**src/rtl/fetch_ctrl_pkg.sv**
```systemverilog
// Shared definitions for the instruction fetch controller: FSM encoding,
// default widths and the NOP instruction word.
package fetch_ctrl_pkg;

  localparam int ADDR_W_DEF = 10;
  localparam int DATA_W_DEF = 32;
  localparam logic [31:0] NOP_INST = 32'h0000_0000;

  typedef enum logic [1:0] {
    ST_IDLE   = 2'd0,
    ST_RUN    = 2'd1,
    ST_HALTED = 2'd2
  } state_e;

endpackage

```
**src/rtl/fetch_out_reg.sv**
```systemverilog
// Valid/ready output register for fetched words. A flush drops the held word
// and wins over both a new load and an accept in the same cycle.
module fetch_out_reg #(
  parameter int ADDR_W = 10,
  parameter int DATA_W = 32
) (
  input  logic              clk,
  input  logic              rst,
  input  logic              load_i,
  input  logic              flush_i,
  input  logic              ready_i,
  input  logic [DATA_W-1:0] data_i,
  input  logic [ADDR_W-1:0] pc_i,
  output logic              valid_o,
  output logic [DATA_W-1:0] data_o,
  output logic [ADDR_W-1:0] pc_o,
  output logic              free_o
);

  logic              valid_q, valid_d;
  logic [DATA_W-1:0] data_q, data_d;
  logic [ADDR_W-1:0] pc_q, pc_d;

  assign free_o  = !valid_q || ready_i;
  assign valid_o = valid_q;
  assign data_o  = data_q;
  assign pc_o    = pc_q;

  always_comb begin
    valid_d = valid_q;
    data_d  = data_q;
    pc_d    = pc_q;
    if (flush_i) begin
      valid_d = 1'b0;
    end else if (load_i) begin
      valid_d = 1'b1;
      data_d  = data_i;
      pc_d    = pc_i;
    end else if (valid_q && ready_i) begin
      valid_d = 1'b0;
    end
  end

  always_ff @(posedge clk or posedge rst) begin
    if (rst) begin
      valid_q <= 1'b0;
      data_q  <= '0;
      pc_q    <= '0;
    end else begin
      valid_q <= valid_d;
      data_q  <= data_d;
      pc_q    <= pc_d;
    end
  end

endmodule

```
**src/rtl/fetch_ctrl.sv**
```systemverilog
// Instruction fetch sequencer: owns the PC, drives the combinational-read
// instruction memory and hands words to decode over valid/ready.
module fetch_ctrl
  import fetch_ctrl_pkg::*;
#(
  parameter int                 ADDR_W   = ADDR_W_DEF,
  parameter int                 DATA_W   = DATA_W_DEF,
  parameter logic [ADDR_W-1:0]  RESET_PC = '0
) (
  input  logic              clk,
  input  logic              rst,
  input  logic              start,
  input  logic              halt,
  input  logic              redir_valid,
  input  logic [ADDR_W-1:0] redir_pc,
  output logic [ADDR_W-1:0] imem_addr,
  input  logic [DATA_W-1:0] imem_data,
  output logic              inst_valid,
  input  logic              inst_ready,
  output logic [DATA_W-1:0] inst,
  output logic [ADDR_W-1:0] inst_pc,
  output logic              running,
  output logic [15:0]       fetch_cnt
);

  state_e            state_q, state_d;
  logic [ADDR_W-1:0] pc_q, pc_d;
  logic [15:0]       cnt_q, cnt_d;
  logic              free, fetch, accept;

  assign running   = (state_q == ST_RUN);
  assign imem_addr = pc_q;
  assign fetch_cnt = cnt_q;
  assign fetch     = running && free && !redir_valid && !halt;
  // A redirect flushes the held word, so it never counts as accepted.
  assign accept    = inst_valid && inst_ready && !redir_valid;

  fetch_out_reg #(.ADDR_W(ADDR_W), .DATA_W(DATA_W)) u_out (
    .clk     (clk),
    .rst     (rst),
    .load_i  (fetch),
    .flush_i (redir_valid),
    .ready_i (inst_ready),
    .data_i  (imem_data),
    .pc_i    (pc_q),
    .valid_o (inst_valid),
    .data_o  (inst),
    .pc_o    (inst_pc),
    .free_o  (free)
  );

  always_comb begin
    state_d = state_q;
    case (state_q)
      ST_IDLE:   if (start) state_d = ST_RUN;
      ST_RUN:    if (halt)  state_d = ST_HALTED;
      ST_HALTED: if (start) state_d = ST_RUN;
      default:   state_d = ST_IDLE;
    endcase
  end

  always_comb begin
    pc_d = pc_q;
    if (redir_valid)  pc_d = redir_pc;
    else if (fetch)   pc_d = pc_q + ADDR_W'(1);
  end

  always_comb begin
    cnt_d = cnt_q;
    if (accept && cnt_q != 16'hFFFF) cnt_d = cnt_q + 16'd1;
  end

  always_ff @(posedge clk or posedge rst) begin
    if (rst) begin
      state_q <= ST_IDLE;
      pc_q    <= RESET_PC;
      cnt_q   <= '0;
    end else begin
      state_q <= state_d;
      pc_q    <= pc_d;
      cnt_q   <= cnt_d;
    end
  end

endmodule

```
**config.mk**
```make
export PLATFORM = sky130hd
export DESIGN_NAME = fetch_ctrl
export DESIGN_NICKNAME = d
export VERILOG_FILES = /design/src/rtl/fetch_ctrl_pkg.sv /design/src/rtl/fetch_out_reg.sv /design/src/rtl/fetch_ctrl.sv
export SDC_FILE = /design/constraint.sdc
export NUM_CORES = 1
export LEC_CHECK = 0
export BUFFER_PORTS_ARGS = -buffer_cell sky130_fd_sc_hd__buf_2
export CAP_MARGIN = 30
export CORE_UTILIZATION = 52
export CTS_BUF_LIST = sky130_fd_sc_hd__clkbuf_8 sky130_fd_sc_hd__clkbuf_16
export DETAILED_ROUTE_END_ITERATION = 10
export PLACE_DENSITY_LB_ADDON = 0.1
export SYNTH_ARGS = -nofsm -noshare
export SYNTH_HDL_FRONTEND = slang
export SYNTH_SLANG_ARGS = --single-unit
```
**constraint.sdc**
```tcl
create_clock -name clk -period 4.3 [get_ports clk]
set_input_delay 0.215 -clock clk [delete_from_list [all_inputs] [get_ports clk]]
set_output_delay 0.215 -clock clk [all_outputs]
set_load 0.01 [all_outputs]
```
# --- Yosys cells after proc, flatten, opt, wreduce, memory -nomap -nowiden ---
# Cells that the tools add are included.
word_totals:
  reg_bits: 71
  inputBits: 48
  output_inout_bits: 70
  wordCells: 38
op_classes:
  n_addsub: 2
  n_eq_ne: 5
  n_mux: 8
  bitwise_logic: 1
  reduce_logical: 16
op_table:
  columns: ["cell", "count"]
  rows:
  - ["2-to-1 mux 10 bit", 2]
  - ["adder 16 x 1 -> 16 bit, second input constant", 1]
  - ["inequality test 16 bit, second input constant", 1]
  - ["adder 10 x 1 -> 10 bit, second input constant", 1]
  - ["logical AND 1 bit", 6]
  - ["2-to-1 mux 2 bit", 2]
  - ["one-hot mux 2 bit (2 select lines)", 1]
  - ["AND reduction 2 bit", 2]
  - ["logical NOT 1 bit", 3]
  - ["2-to-1 mux 1 bit", 3]
  - ["nonzero test 3 bit", 1]
  - ["== test 2 x 1 -> 1 bit, second input constant", 1]
  - ["== test 2 bit, second input constant", 1]
  - ["logical NOT 2 bit", 1]
  - ["inequality test 2 x 1 -> 1 bit, second input constant", 1]
  - ["inequality test 2 bit, second input constant", 1]
  - ["nonzero test 2 bit", 1]
  - ["OR reduction 2 bit", 1]
  - ["logical OR 1 bit", 1]
  - ["inverter 1 bit", 1]

# --- Logic depth before layout (Yosys ltp) ---
depth:
  depth_word: 7
  mapped_depth: 5
  depth_no_buf: 5

# --- By module ---
# Synthesis repeated with hierarchy kept, for this count alone.
hier_totals:
  cells_unflattened: 225
  hier_area_um2: 3205.6
modules_own_cells:
  columns: ["module", "n_inst", "cells_each", "area_each_um2", "seq_area_each_um2"]
  rows:
  - ["fetch_out_reg", 1, 95, 1823.0, 1076.0]
  - ["fetch_ctrl", 1, 130, 1382.6, 700.7]

# --- Least setup slack after synthesis ---
# Ideal clock, no wire load.
synth_path:
  path_kind: "register to register"
  start: "reg u_out.valid_q (netlist: u_out.valid_o)"
  end: "reg cnt_q[15] (netlist: fetch_cnt[15])"
  arrival_ns: 1.471
  t_required_ns: 4.175
  slack_ns: 2.704
  path_stages_with_launch: 6
  path_buffers: 1
  period_less_slack_ns: 1.596
  path_cell_list: "dfrtp_1 -> and3b_1 -> clkbuf_1 -> nand3_1 -> nor4_1 -> mux2_2"
synth_between:
  elab_chain_len: 3
synth_lines:
  columns: ["element", "line", "source"]
  rows:
  - ["start: declaration", "fetch_out_reg.sv:20", "logic valid_q, valid_d;"]
  - ["start signal: assignment", "fetch_out_reg.sv:50", "valid_q <= valid_d;"]
  - ["logical AND 1 bit (2 in a row)", "fetch_ctrl.sv:36", "assign accept = inst_valid && inst_ready && !redir_valid;"]
  - ["logical AND 1 bit", "fetch_ctrl.sv:70", "if (accept && cnt_q != 16'hFFFF) cnt_d = cnt_q + 16'd1;"]
  - ["end signal: assignment", "fetch_ctrl.sv:81", "cnt_q <= cnt_d;"]
  - ["end: declaration", "fetch_ctrl.sv:28", "logic [15:0] cnt_q, cnt_d;"]
# Every way passes these cells.
# A chain may end at the register's enable or synchronous reset.

# --- Worst setup path in the final report ---
layout_path:
  start: "reg state_q[1]"
  end: "reg u_out.data_q[1] (netlist: u_out.data_o[1])"
layout_between:
  elab_chain_len: 5
layout_lines:
  columns: ["element", "line", "source"]
  rows:
  - ["start: declaration", "fetch_ctrl.sv:26", "state_e state_q, state_d;"]
  - ["start signal: assignment", "fetch_ctrl.sv:79", "state_q <= state_d;"]
  - ["== test 2 x 1 -> 1 bit", "fetch_ctrl.sv:31", "assign running = (state_q == ST_RUN);"]
  - ["logical AND 1 bit (3 in a row)", "fetch_ctrl.sv:34", "assign fetch = running && free && !redir_valid && !halt;"]
  - ["AND reduction 2 bit (no source line)", null, null]
  - ["end signal: assignment", "fetch_out_reg.sv:51", "data_q <= data_d;"]
  - ["end: declaration", "fetch_out_reg.sv:21", "logic [DATA_W-1:0] data_q, data_d;"]
# Every way passes these cells.

==> key figures <==
Run status
  • Status: complete, no violations

Cells and area
  • Most frequent cells in the layout: buf_2, dfrtp_1, mux2_2
  • Most common cell after layout, fill and taps aside: buf_2
  • Share of layout cells above drive strength 1: 0.493
  • NumNets Final: ~410
  • Synth-to-Final Area Change: 27.2%
  • Diode count: 0
  • Fill count: between 400 and 500

Timing
  • Endpoints failing hold: 0
  • Worst slew margin: 0.463
  • Setup ws final: ~2.4 ns
  • Final period utilization: 0.431
  • Fmax: ~540 MHz
  • Minimum clock period: about 1.9 ns
  • Worst slew pin tran: roughly 0.80 ns
  • Clk_skew: roughly 0.009 ns
  • Endpoints failing setup: 0
  • Final Max Tran Viols: 0
  • Setup TNS: 0 ns
  • RSZ-0062 raised after global routing: false

Global routing
  • GR Util met3: 0.0586
  • Total GRT Usage: 0.215
  • Vias in the first global route: approximately 2200
  • Met1 GRT Util: 0.297
  • Initial antenna violation count: 0
  • GRT overflow: 0
  • Global route hottest layer: met2
  • Met2 Use GR: 0.331
  • First-pass GRT wire length: 10300 microns
  • Largest net degree at the start of global routing: approximately 40

Floorplanning
  • Initial Util: 0.552
  • Die ar.: about 0.0063 sq mm
  • Die Y: a little under 80 microns
  • Core Area: approximately 0.0056 sq mm
  • Io pins: 118
  • Die W: about 80 microns
  • Row count: 27

Placed design
  • Gpl congestion: 0.792
  • Hpwl dp: approximately 4600 microns
  • Setup WS pre-CTS: 2.45 ns
  • Port-buffer cells: 117

Drt
  • Number of remaining DRC errors: 0
  • Drt total wl: around 6300 microns
  • Wirelength per Cell: 14.3 microns
  • Final ANT Viol Nets: 0
  • Vias per cell: 5.23
  • Via Count: about 2300
  • Iteration-0 DRC Markers: between 100 and 150
  • Pre-Repair DR Iteration Count: 4

Clock tree
  • Clk pin slew, worst setup/hold paths: about 0.07 ns
  • Clock sink count: between 70 and 80
  • Clock buffer count from CTS: 9
  • CTS Hold Bufs: 0
  • Clock Latency Late Sink: around 0.33 ns
  • Clk root buf: clkbuf_8
  • CTS tree: done
  • Setup Buffers After CTS: 0
  • H-tree lvl count: 3
  • CTS Buffer Depth: 2
  • Post-cts resize count: 0

Synthesis
  • Library cells used by synthesis: between 40 and 50
  • Most used DFF post-synth: dfrtp_1
  • Number of flops mapped to enable cells by yosys: 0
  • Syn_nets: slightly below 300
  • Count of state elements after synthesis: 71
  • Synthesis Warnings: 0
  • Avg Synthesized Cell Area: 12.8 sq um
  • Synth Instances: 241
  • Seq/Total Area, Yosys: 0.574
  • Post-Syn Area: approximately 0.0031 sq mm
  • Async SR Flop Fraction: 1.00

Critical path
  • Crit path kind: reg -> reg
  • Critical Path AT: around 2 ns
  • Critical Path RT: 4.51 ns
  • Critical-path maximum fanout: 36
  • Critical Path Sink Type: register
  • Startpoint types: register

Run
  • Max cap viols: 0

Pwr
  • Pwr per Cell Area: approximately 540 mW/mm^2
  • Peak supply drop: 0.316 mV
  • Leakage dissipation: between 1.5 and 2 nW
  • Total power draw: 2.14 mW

Worst hold path
  • Hold WC Path Type: in -> async
[per-layer routing]
layer	part of all wire	vias to the layer above	routed length [microns]
met4	0.0081	0	51
met5	0	-	0
met3	0.073	5	457
met1	0.47	1102	2930
met2	0.45	85	2860
li1	-	1113	-
[through the flow]
stage	hold WS (ns)	cell area, sq um	cells	utilization
after floorplan	0.332	3100	241	-
after CTS	0.0672	3940	441	0.703
final	0.0379	3940	441	0.703
after global placement	0.420	3740	424	0.668
after global routing	0.0916	3940	441	0.703
after detailed placement	0.425	3760	425	0.671
[sequential cells by signal (all words and copies together) (netlist names)]
name and count:
u_out.data_o 32, fetch_cnt 16, imem_addr 10, u_out.valid_o 1, state_q 2, u_out.pc_o 10
[worst paths after layout]
check / cells after the start / slack [ns] / end / startpoint
max in group asynchronous: 3 / 3.33 / u_out.pc_o[2] / rst
worst max-delay path: 5 / 2.45 / u_out.data_o[1] / state_q[1]
worst max register to register: 5 / 2.45 / u_out.data_o[1] / state_q[1]
min in group clk: 3 / 0.09 / imem_addr[7] / redir_pc[7]
worst min register to register: 1 / 0.50 / u_out.data_o[8] / u_out.data_o[8]
worst min-delay path: 2 / 0.04 / u_out.data_o[2] / rst
[Yosys cell counts, drive strengths merged, types with 3 or more instances]
master  instances  area [sq um]
a31oi           3          18.8
a21oi           4          20.0
clkbuf          3          11.3
nand4           5          46.3
mux2           44           499
xnor2          10          87.6
buf             4          30.0
o21ai          11          55.1
dfrtp          71          1780
xor2            9          78.8
nand2          21          78.8
nor2            5          21.3
nand2b          3          18.8
nor4            9          71.3
inv             5          18.8
nand3           6          30.0
[worst max-delay path, cell delays in order (launching register included)]
cell and delay [ns]:
dfrtp_1 0.41, nor3b_2 0.21, nand2_1 0.19, nor2_4 0.29, buf_12 0.26, mux2_2 0.37
[logic make-up (layout without fill, tap and decap cells)]
family | Yosys count | count (layout) | synth area share
buf+inv | 12 | 140 | 0.0194
flops | 71 | 71 | 0.574
mux | 45 | 45 | 0.164
compound gates | 24 | 24 | 0.0465
xor+xnor | 19 | 19 | 0.0537
fa+ha+maj | 2 | 2 | 0.00808
simple gates | 68 | 68 | 0.134
[where the power goes]
group          internal [mW]  switching (mW)
logic                  0.348           0.313
clock network          0.235           0.229
registers              0.892           0.123
total                   1.47           0.665
[final cells by class]
class                   instances  area (sq um)  share of cell area
clock buffers                  11           151              0.0384
clock inverters                 5          25.0             0.00635
inverters                       5          18.8             0.00476
multi-input cells             158          1260               0.321
flip-flops and latches         71          1780               0.451
well taps                      72          90.1              0.0229
repair buffers                119           613               0.156
Note: power is estimated with default switching activity, not from simulation.
